## src/rtl/seg_scan_if.sv

```systemverilog
// Display-side bundle for seg_scan_display.
// The master drives the BCD/control inputs, and the slave drives the scan outputs.
interface seg_scan_if #(
  parameter int NUM_DIGITS = 2
);
  logic [4*NUM_DIGITS-1:0] bcd_num;
  logic [NUM_DIGITS-1:0]   dp_mask;
  logic                    blank_lz;
  logic                    blink_en;
  logic [7:0]              seg;
  logic [NUM_DIGITS-1:0]   cat;
  logic                    frame_start;

  modport master (
    output bcd_num, dp_mask, blank_lz, blink_en,
    input  seg, cat, frame_start
  );

  modport slave (
    input  bcd_num, dp_mask, blank_lz, blink_en,
    output seg, cat, frame_start
  );
endinterface

```

## src/rtl/seg_scan_display.sv

```systemverilog
// Multiplexed common-cathode 7-segment driver with frame shadowing,
// leading-zero blanking, decimal points, blink and a ghost guard cycle.
module seg_scan_display #(
  parameter int NUM_DIGITS   = 2,
  parameter int SCAN_DIV     = 4,
  parameter int GUARD        = 1,
  parameter int BLINK_FRAMES = 50
) (
  input  logic         clk,
  input  logic         rst,
  seg_scan_if.slave    io
);
  localparam int DW = (SCAN_DIV > 1) ? $clog2(SCAN_DIV) : 1;
  localparam int KW = (NUM_DIGITS > 1) ? $clog2(NUM_DIGITS) : 1;
  localparam int BW = (BLINK_FRAMES > 1) ? $clog2(BLINK_FRAMES) : 1;

  typedef enum logic {PH_ON, PH_OFF} phase_e;

  logic [DW-1:0]           d_q, d_d;
  logic [KW-1:0]           k_q, k_d;
  logic [4*NUM_DIGITS-1:0] sh_bcd_q, sh_bcd_d;
  logic [NUM_DIGITS-1:0]   sh_dp_q, sh_dp_d;
  logic                    sh_lz_q, sh_lz_d;
  logic [BW-1:0]           bcnt_q, bcnt_d;
  phase_e                  phase_q, phase_d;
  logic [7:0]              seg_q, seg_d;
  logic [NUM_DIGITS-1:0]   cat_q, cat_d;
  logic                    fs_q, fs_d;

  logic       d_wrap;
  logic       load;
  logic       hi_zero;
  logic       blank;
  logic       dp;
  logic [3:0] nib;

  function automatic logic [6:0] decode(input logic [3:0] n);
    logic [6:0] s;
    unique case (n)
      4'd0:    s = 7'b1111110;
      4'd1:    s = 7'b0110000;
      4'd2:    s = 7'b1101101;
      4'd3:    s = 7'b1111001;
      4'd4:    s = 7'b0110011;
      4'd5:    s = 7'b1011011;
      4'd6:    s = 7'b1011111;
      4'd7:    s = 7'b1110000;
      4'd8:    s = 7'b1111111;
      4'd9:    s = 7'b1111011;
      default: s = 7'b0000001;
    endcase
    return s;
  endfunction

  always_comb begin
    d_wrap = (d_q == DW'(SCAN_DIV - 1));
    load   = d_wrap && (k_q == KW'(NUM_DIGITS - 1));
    d_d    = d_wrap ? '0 : d_q + DW'(1);
    k_d    = k_q;
    if (d_wrap)
      k_d = (k_q == KW'(NUM_DIGITS - 1)) ? '0 : k_q + KW'(1);

    sh_bcd_d = sh_bcd_q;
    sh_dp_d  = sh_dp_q;
    sh_lz_d  = sh_lz_q;
    bcnt_d   = bcnt_q;
    phase_d  = phase_q;
    if (load) begin
      sh_bcd_d = io.bcd_num;
      sh_dp_d  = io.dp_mask;
      sh_lz_d  = io.blank_lz;
      if (bcnt_q == BW'(BLINK_FRAMES - 1)) begin
        bcnt_d  = '0;
        phase_d = (phase_q == PH_ON) ? PH_OFF : PH_ON;
      end else begin
        bcnt_d = bcnt_q + BW'(1);
      end
    end
    fs_d = load;

    // Walk from the top digit down so hi_zero covers "this and all higher".
    hi_zero = 1'b1;
    nib     = 4'd0;
    dp      = 1'b0;
    blank   = 1'b0;
    for (int i = NUM_DIGITS - 1; i >= 0; i--) begin
      hi_zero = hi_zero && (sh_bcd_q[i*4 +: 4] == 4'd0);
      if (KW'(i) == k_q) begin
        nib   = sh_bcd_q[i*4 +: 4];
        dp    = sh_dp_q[i];
        blank = sh_lz_q && hi_zero && (i != 0);
      end
    end

    cat_d = '1;
    seg_d = 8'd0;
    if (!((GUARD != 0) && (d_q == '0))) begin
      cat_d = ~(NUM_DIGITS'(1) << k_q);
      seg_d = {blank ? 7'd0 : decode(nib), dp};
      if (io.blink_en && (phase_q == PH_OFF))
        seg_d = 8'd0;
    end
  end

  always_ff @(posedge clk or posedge rst) begin
    if (rst) begin
      d_q      <= '0;
      k_q      <= '0;
      sh_bcd_q <= '0;
      sh_dp_q  <= '0;
      sh_lz_q  <= 1'b0;
      bcnt_q   <= '0;
      phase_q  <= PH_ON;
      seg_q    <= 8'd0;
      cat_q    <= '1;
      fs_q     <= 1'b0;
    end else begin
      d_q      <= d_d;
      k_q      <= k_d;
      sh_bcd_q <= sh_bcd_d;
      sh_dp_q  <= sh_dp_d;
      sh_lz_q  <= sh_lz_d;
      bcnt_q   <= bcnt_d;
      phase_q  <= phase_d;
      seg_q    <= seg_d;
      cat_q    <= cat_d;
      fs_q     <= fs_d;
    end
  end

  assign io.seg         = seg_q;
  assign io.cat         = cat_q;
  assign io.frame_start = fs_q;
endmodule

```

## src/flat_wrapper.sv

```systemverilog
// flat-port wrapper written by rule: the top's interface ports become plain ports
module seg_scan_display_flat 
#(
  parameter int NUM_DIGITS   = 2,
  parameter int SCAN_DIV     = 4,
  parameter int GUARD        = 1,
  parameter int BLINK_FRAMES = 50
)
  (clk, rst, io_bcd_num, io_dp_mask, io_blank_lz, io_blink_en, io_seg, io_cat, io_frame_start);
  seg_scan_if #(.NUM_DIGITS(NUM_DIGITS)) io_i ();
  input  logic clk;
  input  logic rst;
  input wire logic [$bits(io_i.bcd_num)-1:0] io_bcd_num;
  input wire logic [$bits(io_i.dp_mask)-1:0] io_dp_mask;
  input wire logic [$bits(io_i.blank_lz)-1:0] io_blank_lz;
  input wire logic [$bits(io_i.blink_en)-1:0] io_blink_en;
  output wire logic [$bits(io_i.seg)-1:0] io_seg;
  output wire logic [$bits(io_i.cat)-1:0] io_cat;
  output wire logic [$bits(io_i.frame_start)-1:0] io_frame_start;
  assign io_i.bcd_num = io_bcd_num;
  assign io_i.dp_mask = io_dp_mask;
  assign io_i.blank_lz = io_blank_lz;
  assign io_i.blink_en = io_blink_en;
  assign io_seg = io_i.seg;
  assign io_cat = io_i.cat;
  assign io_frame_start = io_i.frame_start;
  seg_scan_display #(.NUM_DIGITS(NUM_DIGITS), .SCAN_DIV(SCAN_DIV), .GUARD(GUARD), .BLINK_FRAMES(BLINK_FRAMES)) u_core (.clk(clk), .rst(rst), .io(io_i));
endmodule
```

## config.mk

```make
export PLATFORM = sky130hd
export DESIGN_NAME = seg_scan_display_flat
export DESIGN_NICKNAME = d
export VERILOG_FILES = /design/src/rtl/seg_scan_if.sv /design/src/rtl/seg_scan_display.sv /design/src/flat_wrapper.sv
export SDC_FILE = /design/constraint.sdc
export NUM_CORES = 1
export LEC_CHECK = 0
export BUFFER_PORTS_ARGS = -buffer_cell sky130_fd_sc_hd__buf_2
export CAP_MARGIN = 20
export CORE_UTILIZATION = 25
export CTS_BUF_LIST = sky130_fd_sc_hd__clkbuf_4 sky130_fd_sc_hd__clkbuf_8
export CTS_CLUSTER_DIAMETER = 50
export DETAILED_ROUTE_END_ITERATION = 16
export GPL_ROUTABILITY_DRIVEN = 0
export GPL_TIMING_DRIVEN = 0
export PLACE_DENSITY = 0.49
export SLEW_MARGIN = 20
export SYNTH_ARGS = -nofsm -noshare
export SYNTH_HDL_FRONTEND = slang
export SYNTH_SLANG_ARGS = --single-unit
```

## constraint.sdc

```tcl
create_clock -name clk -period 1.8 [get_ports clk]
set_input_delay 0.27 -clock clk [delete_from_list [all_inputs] [get_ports clk]]
set_output_delay 0.27 -clock clk [all_outputs]
set_load 0.01 [all_outputs]
```

==> results of run 1 <==
power by group:
part	internal (mW)	switching, mW	total [mW]
Clock	0.301	0.261	0.562
Sequential	0.734	0.0148	0.748
Combinational	0.0435	0.0610	0.105
Total	1.08	0.337	1.41
cell families (layout without fill, tap and decap cells):
group | after synthesis | count (layout)
buffers and inverters | 18 | 59
muxes | 6 | 6
AOI/OAI and AO/OA | 25 | 25
DFF | 32 | 32
adders and majority gates | 9 | 9
and+or+nand+nor | 60 | 60
xor gates and xnor gates | 6 | 6
sequential cells by signal (all words and copies together), names as in the netlist, 2 cells and up:
signal	cells
u_core.bcnt_q	6
u_core.d_q	2
u_core.io.cat	2
u_core.io.seg	8
u_core.sh_bcd_q	8
u_core.sh_dp_q	2
synthesized netlist by cell type, types with 2 or more instances:
cell type and instances:
a21o_1 3, a21oi_1 8, a31oi_1 2, buf_2 2, buf_6 2, dfrtp_1 30
dfstp_2 2, ha_1 9, inv_1 10, mux2i_1 4, nand2_1 35, nand2b_1 3
nand3_1 2, nor2_1 9, nor3_1 2, o21ai_0 4, xnor2_1 3, xor2_1 3
layer usage:
| layer | vias up | share of wire, % | wire length (um) |
|---|---|---|---|
| met5 | - | 0 | 0 |
| met4 | 0 | 2.1 | 70 |
| met3 | 8 | 4.9 | 165 |
| met2 | 33 | 42 | 1390 |
| met1 | 534 | 51 | 1710 |
| li1 | 593 | - | - |
repair_timing:
item / 4_1_cts / 5_1_grt
cloned: 0 / 1
buffers inserted: 2 / 6
setup endpoints to repair: 5 / 5
resized for setup: 5 / 10
pin swaps: 0 / 4
how the worst max path moves through the flow:
| stage | end | slack [ns] | depth (start not counted) |
|---|---|---|---|
| floorplan | u_core.io.seg[3] | 0.02 | 8 |
| global placement | u_core.io.seg[3] | -0.19 | 8 |
| detailed placement | u_core.io.seg[3] | -0.18 | 8 |
| CTS | u_core.io.seg[3] | 0.004 | 8 |
| global route | u_core.io.seg[7] | -0.03 | 8 |
| finish | u_core.io.seg[3] | 0.03 | 8 |
through the flow:
step                      power, mW  instance area, um2
after floorplan               0.819                1610
after global placement        0.853                1820
after detailed placement      0.854                1820
after CTS                      1.44                1960
after global routing           1.49                2060
final                          1.41                2060
final cells by class:
| class | instances | area, um2 | share of cell area [%] |
|---|---|---|---|
| multi-input combinational | 106 | 761 | 36.9 |
| sequential | 32 | 803 | 39.0 |
| clock inverter | 1 | 5.00 | 0.243 |
| buffer | 7 | 65.1 | 3.16 |
| clock buffer | 7 | 83.8 | 4.07 |
| inverter | 11 | 42.5 | 2.07 |
| tap | 75 | 93.8 | 4.56 |
| timing repair buffer | 33 | 205 | 9.96 |
==> results.py, run 1 <==
metrics = {
    "outcome": {
        "status": "finished, final reports clean",
    },
    "sta": {
        "maxSlewViolCount": 0,
        "slew_headroom_pct": 53.9,
        "fin_crit_ns": 1.77,
        "layout_setup_ws_ns": 0.0305,
        "worst_pin_slew_ns": 0.691,
        "whs_ns": 0.0859,
        "rsz0062_at_grt": "yes",
        "tns_ns": 0,
        "setup_viol": 0,
        "hold_viol": 0,
        "fin_skew_ns": 0.00805,
        "clock.fmax_ghz": 0.565,
        "fin_crit_sh_pct": 98.3,
    },
    "detailed_routing": {
        "drc": 0,
        "ant_nets": 0,
        "detail_route.wirelength_mm": 3.34,
        "detail_route.wl_per_cell_um": 12.3,
        "via_per_inst": 4.29,
        "num_vias": 1168,
        "dr.pass1.iters": 4,
        "drt_iter0_drc": 58,
    },
    "setup_path": {
        "cpPeakStageDelay_ns": 0.40,
        "critPathRequiredTime_ns": 1.96,
        "end_kind": "register",
        "r2r_end": "u_core.io.seg[3]",
        "critical_path_peak_fanout": 6,
        "worst-r2r-setup-slack_ns": 0.03,
        "cp.arrival_ns": 1.93,
        "startpoint": "u_core.k_q",
        "cp_cell_sequence": "buf_8, buf_12, mux2i_4, ha_2, nand2_1, o21ai_0, and3_1, o31a_1",
        "worstSetupPathType": "register to register",
        "worstReg2RegStart": "u_core.k_q",
        "crit_family": "flip-flops",
        "crit_buf_inv": 2,
        "reg2reg_depth": 8,
        "crit_path_start_kind": "register",
        "slowest_stage": "dfrtp_1",
    },
    "cts": {
        "cts_max_level": 2,
        "clockBufferDepth": 2,
        "clock_latency_ns": 0.29,
        "root_buffer": "clkbuf_8",
        "cts_hold_buf": 0,
        "cts_buffers": 5,
        "cts.sinks": 32,
        "cts.clk_slew.worst_paths_ns": 0.07,
        "tritoncts": "done",
    },
    "job": {
        "cap_violations": 0,
    },
    "synth": {
        "ys_seq_area_share_pct": 49.9,
        "synth_area_leaders": "dfrtp_1 (47%), nand2_1 (8.2%), ha_1 (7.0%), dfstp_2 (3.3%), a21oi_1 (2.5%)",
        "synth_cell_type_count": 41,
        "synth_enable_flop_cells": 0,
        "syn_nets": 179,
        "yosysTopAreaCellShare_pct": 46.6,
        "synth_compound_area_share_pct": 11.5,
        "dominantRegCellSynth": "dfrtp_1",
        "yosysWarningCount": 0,
        "synth-async-reset-ratio_pct": 100,
        "yosys.area.top_type": "dfrtp_1",
        "syn_area_per_cell_um2": 10.3,
        "yosys_register_bits": 32,
        "synthCells": 156,
        "synth_top_family_by_area": "simple AND/OR/NAND/NOR gates",
        "synth_adder_area_share_pct": 6.99,
        "synth-simple-area-share_pct": 18.6,
        "synthMuxAreaShare_pct": 4.04,
        "synthXorXnorAreaFrac_pct": 3.26,
        "synth_area_mm2": 0.00161,
    },
    "die": {
        "fp.dieH_um": 82.3,
        "ioPinCount": 25,
        "start_util_pct": 26.6,
        "rows": 28,
        "die_w_um": 82.3,
        "coreArea_mm2": 0.00606,
        "design.die.area_mm2": 0.00677,
    },
    "place": {
        "port-buffer-count": 24,
        "dp_cells": 255,
        "dp_hpwl_mm": 2.16,
        "pre_cts_ws_ns": -0.181,
    },
    "global_route": {
        "grt_use_met2_pct": 14.5,
        "antenna_found_initial": 0,
        "grt_pass1_vias": 1054,
        "grt_max_degree": 33,
        "groute.usage.overall_pct": 10.9,
        "groute.layer.met1.usage_pct": 16.2,
        "met3_usage_pct": 3.08,
        "grt_busiest_layer": "met1",
        "grt_pass1_wl_mm": 5.39,
        "grt-ovfl-total": 0,
    },
    "cells_and_area": {
        "fill_cells": 627,
        "utilization_pct": 34.0,
        "area_growth_pct": 27.9,
        "layout-drive-gt1-share_pct": 34.0,
        "nets": 219,
        "final_cells": 272,
        "antennaDiodeCount": 0,
        "final_common_cell": "nand2_1",
        "final_cell_mix": "nand2_1 (35), dfrtp_1 (30), buf_2 (26)",
    },
    "power": {
        "powerDensity_mw_per_mm2": 687,
        "peakVddDrop_mv": 0.274,
        "cellLeakagePower_nw": 1.04,
    },
    "worst_hold_path": {
        "hp-class": "input port to asynchronous set/reset pin",
    },
}
(Power assumes the default switching activity.)
==> run 2: changes to the inputs <==
Settings changed: CORE_UTILIZATION 25 to 52, PLACE_DENSITY 0.49 to 0.83.
==> results.py, run 2 (synthesis gave the netlist of run 1 again) <==
metrics = {
    "power": {
        "powerDensity_mw_per_mm2": 715,
        "peakVddDrop_mv": 0.490,
        "cellLeakagePower_nw": 1.01,
    },
    "sta": {
        "fin_skew_ns": 0.00933,
        "setup_viol": 0,
        "whs_ns": 0.0123,
        "worst_pin_slew_ns": 0.631,
        "rsz0062_at_grt": "yes",
        "slew_headroom_pct": 57.9,
        "clock.fmax_ghz": 0.568,
        "layout_setup_ws_ns": 0.0398,
        "fin_crit_sh_pct": 97.8,
        "hold_viol": 0,
        "maxSlewViolCount": 0,
        "fin_crit_ns": 1.76,
    },
    "setup_path": {
        "crit_family": "flip-flops",
        "critical_path_peak_fanout": 4,
        "cp_cell_sequence": "buf_6, buf_12, mux2i_4, ha_2, nand2_1, o21ai_0, and3_1, o31a_1",
        "crit_buf_inv": 2,
        "crit_path_start_kind": "register",
        "end_kind": "register",
        "cpPeakStageDelay_ns": 0.39,
        "slowest_stage": "dfrtp_1",
        "critPathRequiredTime_ns": 2.01,
        "worstSetupPathType": "register to register",
        "cp.arrival_ns": 1.97,
    },
    "cts": {
        "cts_hold_buf": 0,
        "cts_buffers": 5,
        "tritoncts": "done",
        "cts.clk_slew.worst_paths_ns": 0.10,
        "cts_max_level": 2,
        "root_buffer": "clkbuf_4",
        "clock_latency_ns": 0.32,
        "clockBufferDepth": 2,
        "cts.sinks": 32,
    },
    "die": {
        "rows": 19,
        "die_w_um": 57.7,
        "start_util_pct": 56.4,
        "fp.dieH_um": 57.7,
        "design.die.area_mm2": 0.00332,
        "coreArea_mm2": 0.00285,
        "ioPinCount": 25,
    },
    "global_route": {
        "antenna_found_initial": 0,
        "grt_pass1_wl_mm": 5.42,
        "grt_pass1_vias": 1242,
        "groute.usage.overall_pct": 21.4,
        "grt-ovfl-total": 0,
        "grt_max_degree": 33,
    },
    "detailed_routing": {
        "via_per_inst": 5.41,
        "drt_iter0_drc": 62,
        "drc": 3,
        "detail_route.wirelength_mm": 3.09,
        "ant_nets": 0,
        "detail_route.wl_per_cell_um": 13.8,
        "num_vias": 1212,
        "dr.pass1.iters": 10,
    },
    "cells_and_area": {
        "final_common_cell": "nand2_1",
        "final_cell_mix": "nand2_1 (35), dfrtp_1 (30), buf_2 (26)",
        "utilization_pct": 67.8,
        "multi_input_comb_area_um2": 751,
        "antennaDiodeCount": 0,
        "layout-drive-gt1-share_pct": 32.1,
        "nets": 215,
        "area_growth_pct": 20.1,
        "fill_cells": 211,
        "regArea_um2": 803,
    },
    "job": {
        "cap_violations": 0,
    },
    "place": {
        "dp_hpwl_mm": 2.12,
        "pre_cts_ws_ns": -0.186,
        "port-buffer-count": 24,
    },
    "outcome": {
        "status": "finished with violations",
        "violations": "DRC",
    },
    "worst_hold_path": {
        "hp-class": "input port to asynchronous set/reset pin",
    },
}
run 2: layout make-up:
type	instances	share of cell area [%]
timing repair buffer	29	8.15
multi-input combinational	106	38.8
clock buffer	6	2.33
sequential	32	41.5
clock inverter	2	1.81
tap	31	2.01
buffer	7	3.17
inverter	11	2.20
run 2: layer usage:
layer / wire length, um / part of all wire [%] / vias up / global-route usage, %
met2: 1530 / 50 / 47 / 36.9
met4: 48 / 1.6 / 0 / 9.18
li1: - / - / 581 / -
met5: 0 / 0 / - / 0
met3: 182 / 5.9 / 7 / 3.57
met1: 1320 / 43 / 577 / 26.7
run 2: final timing paths:
kind	startpoint	end	slack, ns	cells past startpoint
max in group asynchronous	rst	u_core.io.seg[6]	1.37	2
hold reg to reg	u_core.phase_q	u_core.phase_q	0.48	1
setup reg to reg	u_core.k_q	u_core.io.seg[3]	0.04	8
hold / removal	rst	u_core.d_q[0]	0.01	2
setup / recovery	u_core.k_q	u_core.io.seg[3]	0.04	8
min in group clk	io_blank_lz	u_core.sh_lz_q	0.13	3
run 2: repair_timing:
action                                  in CTS  in global routing
gates resized for setup                      6                  6
endpoints found under the setup margin       5                  5
buffers inserted                             3                  2
pin swaps                                    2                  2
run 2: stage by stage:
step	area [um2]	cells	total power, mW	TNS (ns)
finish	1930	224	1.38	0
global route	1930	224	1.45	-0.0401
CTS	1900	222	1.39	0
detailed placement	1770	211	0.852	-0.722
global placement	1770	211	0.845	-0.220
floorplan	1610	156	0.819	0
run 2: power breakdown:
part           leakage (nW)  total [mW]  switching [mW]  internal, mW
Combinational         0.557       0.100          0.0587        0.0414
Sequential            0.402       0.748          0.0154         0.733
Clock                0.0456       0.535           0.229         0.306
==> run 3: changes to the inputs <==
Settings changed: CORE_UTILIZATION 52 to 50, PLACE_DENSITY 0.83 to 0.8.
==> results.py, run 3 (synthesis gave the netlist of run 1 again) <==
metrics = {
    "outcome": {
        "status": "finished with violations",
        "violations": "setup timing",
    },
    "place": {
        "pre_cts_ws_ns": -0.211,
        "port-buffer-count": 24,
        "dp_hpwl_mm": 2.08,
        "dp_cells": 224,
        "placed_area_mm2": 0.00179,
    },
    "setup_path": {
        "reg2reg_depth": 9,
        "r2r_end": "u_core.io.seg[3]",
        "worst-r2r-setup-slack_ns": -0.01,
        "crit_path_start_kind": "register",
        "critPathRequiredTime_ns": 2.02,
        "worstReg2RegStart": "u_core.k_q",
        "worstSetupPathType": "register to register",
        "critical_path_peak_fanout": 6,
        "cp.arrival_ns": 2.03,
        "end_kind": "register",
    },
    "cells_and_area": {
        "layout-drive-gt1-share_pct": 35.9,
        "stdcell_area_mm2": 0.00199,
        "final_cell_mix": "nand2_1 (35), dfrtp_1 (30), buf_2 (26)",
        "nets": 220,
        "area_growth_pct": 23.4,
        "final_cells": 242,
        "antennaDiodeCount": 0,
        "utilization_pct": 65.1,
        "final_common_cell": "nand2_1",
    },
    "detailed_routing": {
        "ant_nets": 0,
        "via_per_inst": 5.12,
        "drc": 0,
        "detail_route.wirelength_mm": 3.26,
        "drt_iter0_drc": 40,
        "dr.pass1.iters": 4,
        "detail_route.wl_per_cell_um": 13.5,
        "num_vias": 1239,
    },
    "power": {
        "cellLeakagePower_nw": 1.02,
        "peakVddDrop_mv": 0.376,
        "p_total_mw": 1.29,
        "powerDensity_mw_per_mm2": 648,
    },
    "sta": {
        "fin_skew_ns": 0.0106,
        "fin_crit_ns": 1.81,
        "slew_headroom_pct": 57.1,
        "whs_ns": 0.0203,
        "hold_viol": 0,
        "tns_ns": -0.0133,
        "setup_viol": 1,
        "fin_crit_sh_pct": 101,
        "rsz0062_at_grt": "yes",
        "maxSlewViolCount": 0,
        "layout_setup_ws_ns": -0.0133,
        "clock.fmax_ghz": 0.551,
        "worst_pin_slew_ns": 0.642,
    },
    "cts": {
        "tritoncts": "done",
        "cts_buffers": 5,
        "clockBufferDepth": 2,
        "cts_max_level": 2,
        "cts.clk_slew.worst_paths_ns": 0.10,
        "cts.sinks": 32,
        "root_buffer": "clkbuf_4",
        "clock_latency_ns": 0.33,
    },
    "global_route": {
        "antenna_found_initial": 0,
        "grt_pass1_wl_mm": 4.95,
        "grt_max_degree": 33,
        "grt-ovfl-total": 0,
        "groute.usage.overall_pct": 19.8,
        "grt_pass1_vias": 1181,
    },
    "worst_hold_path": {
        "hp-class": "input port to asynchronous set/reset pin",
    },
    "die": {
        "design.die.area_mm2": 0.00345,
        "coreArea_mm2": 0.00305,
        "rows": 20,
        "fp.dieH_um": 58.8,
        "ioPinCount": 25,
        "die_w_um": 58.8,
        "start_util_pct": 52.7,
    },
    "job": {
        "cap_violations": 0,
    },
}
-- run 3: worst max path at each step --
stage / endpoint / depth (start not counted) / slack [ns] / from
floorplan: u_core.io.seg[3] / 8 / 0.02 / u_core.k_q
global placement: u_core.io.seg[3] / 8 / -0.13 / u_core.k_q
detailed placement: u_core.io.seg[1] / 9 / -0.21 / u_core.k_q
CTS: u_core.io.seg[1] / 9 / 0.01 / u_core.k_q
global route: u_core.io.seg[3] / 9 / -0.08 / u_core.k_q
finish: u_core.io.seg[3] / 9 / -0.01 / u_core.k_q
-- run 3: final cells by class --
class | instances | area (um2)
tap | 44 | 55.1
inverter | 11 | 42.5
sequential | 32 | 803
buffer | 7 | 61.3
multi-input combinational | 106 | 769
timing repair buffer | 34 | 195
clock buffer | 8 | 60.1
fill | 261 | 1070
-- run 3: metal layers --
metal	GRT usage (%)	vias to the layer above	part of all wire, %
li1	-	591	-
met1	23.6	601	44
met2	32.1	38	49
met3	6.81	9	4.9
met4	9.18	0	2.2
met5	0	-	0
-- run 3: power breakdown --
group | total, mW | switching (mW) | internal (mW)
clock | 0.428 | 0.227 | 0.201
sequential | 0.747 | 0.0145 | 0.733
combinational | 0.112 | 0.0652 | 0.0472
total | 1.29 | 0.307 | 0.981
-- run 3: critical path, cell delays in order, from the launching register on --
cell     delay (ns)
dfrtp_1        0.39
buf_6          0.15
buf_12         0.13
mux2i_4        0.19
buf_4          0.15
buf_4          0.13
ha_1           0.17
nand2_1        0.09
nor2_1         0.06
o31a_1         0.25
-- run 3: repair_timing --
item / in CTS / in global routing
hold buffers: 0 / 0
hold endpoints to repair: 0 / 0
pin swaps: 0 / 3
setup endpoints to repair: 5 / 5
buffers inserted: 2 / 8
resized for setup: 7 / 10
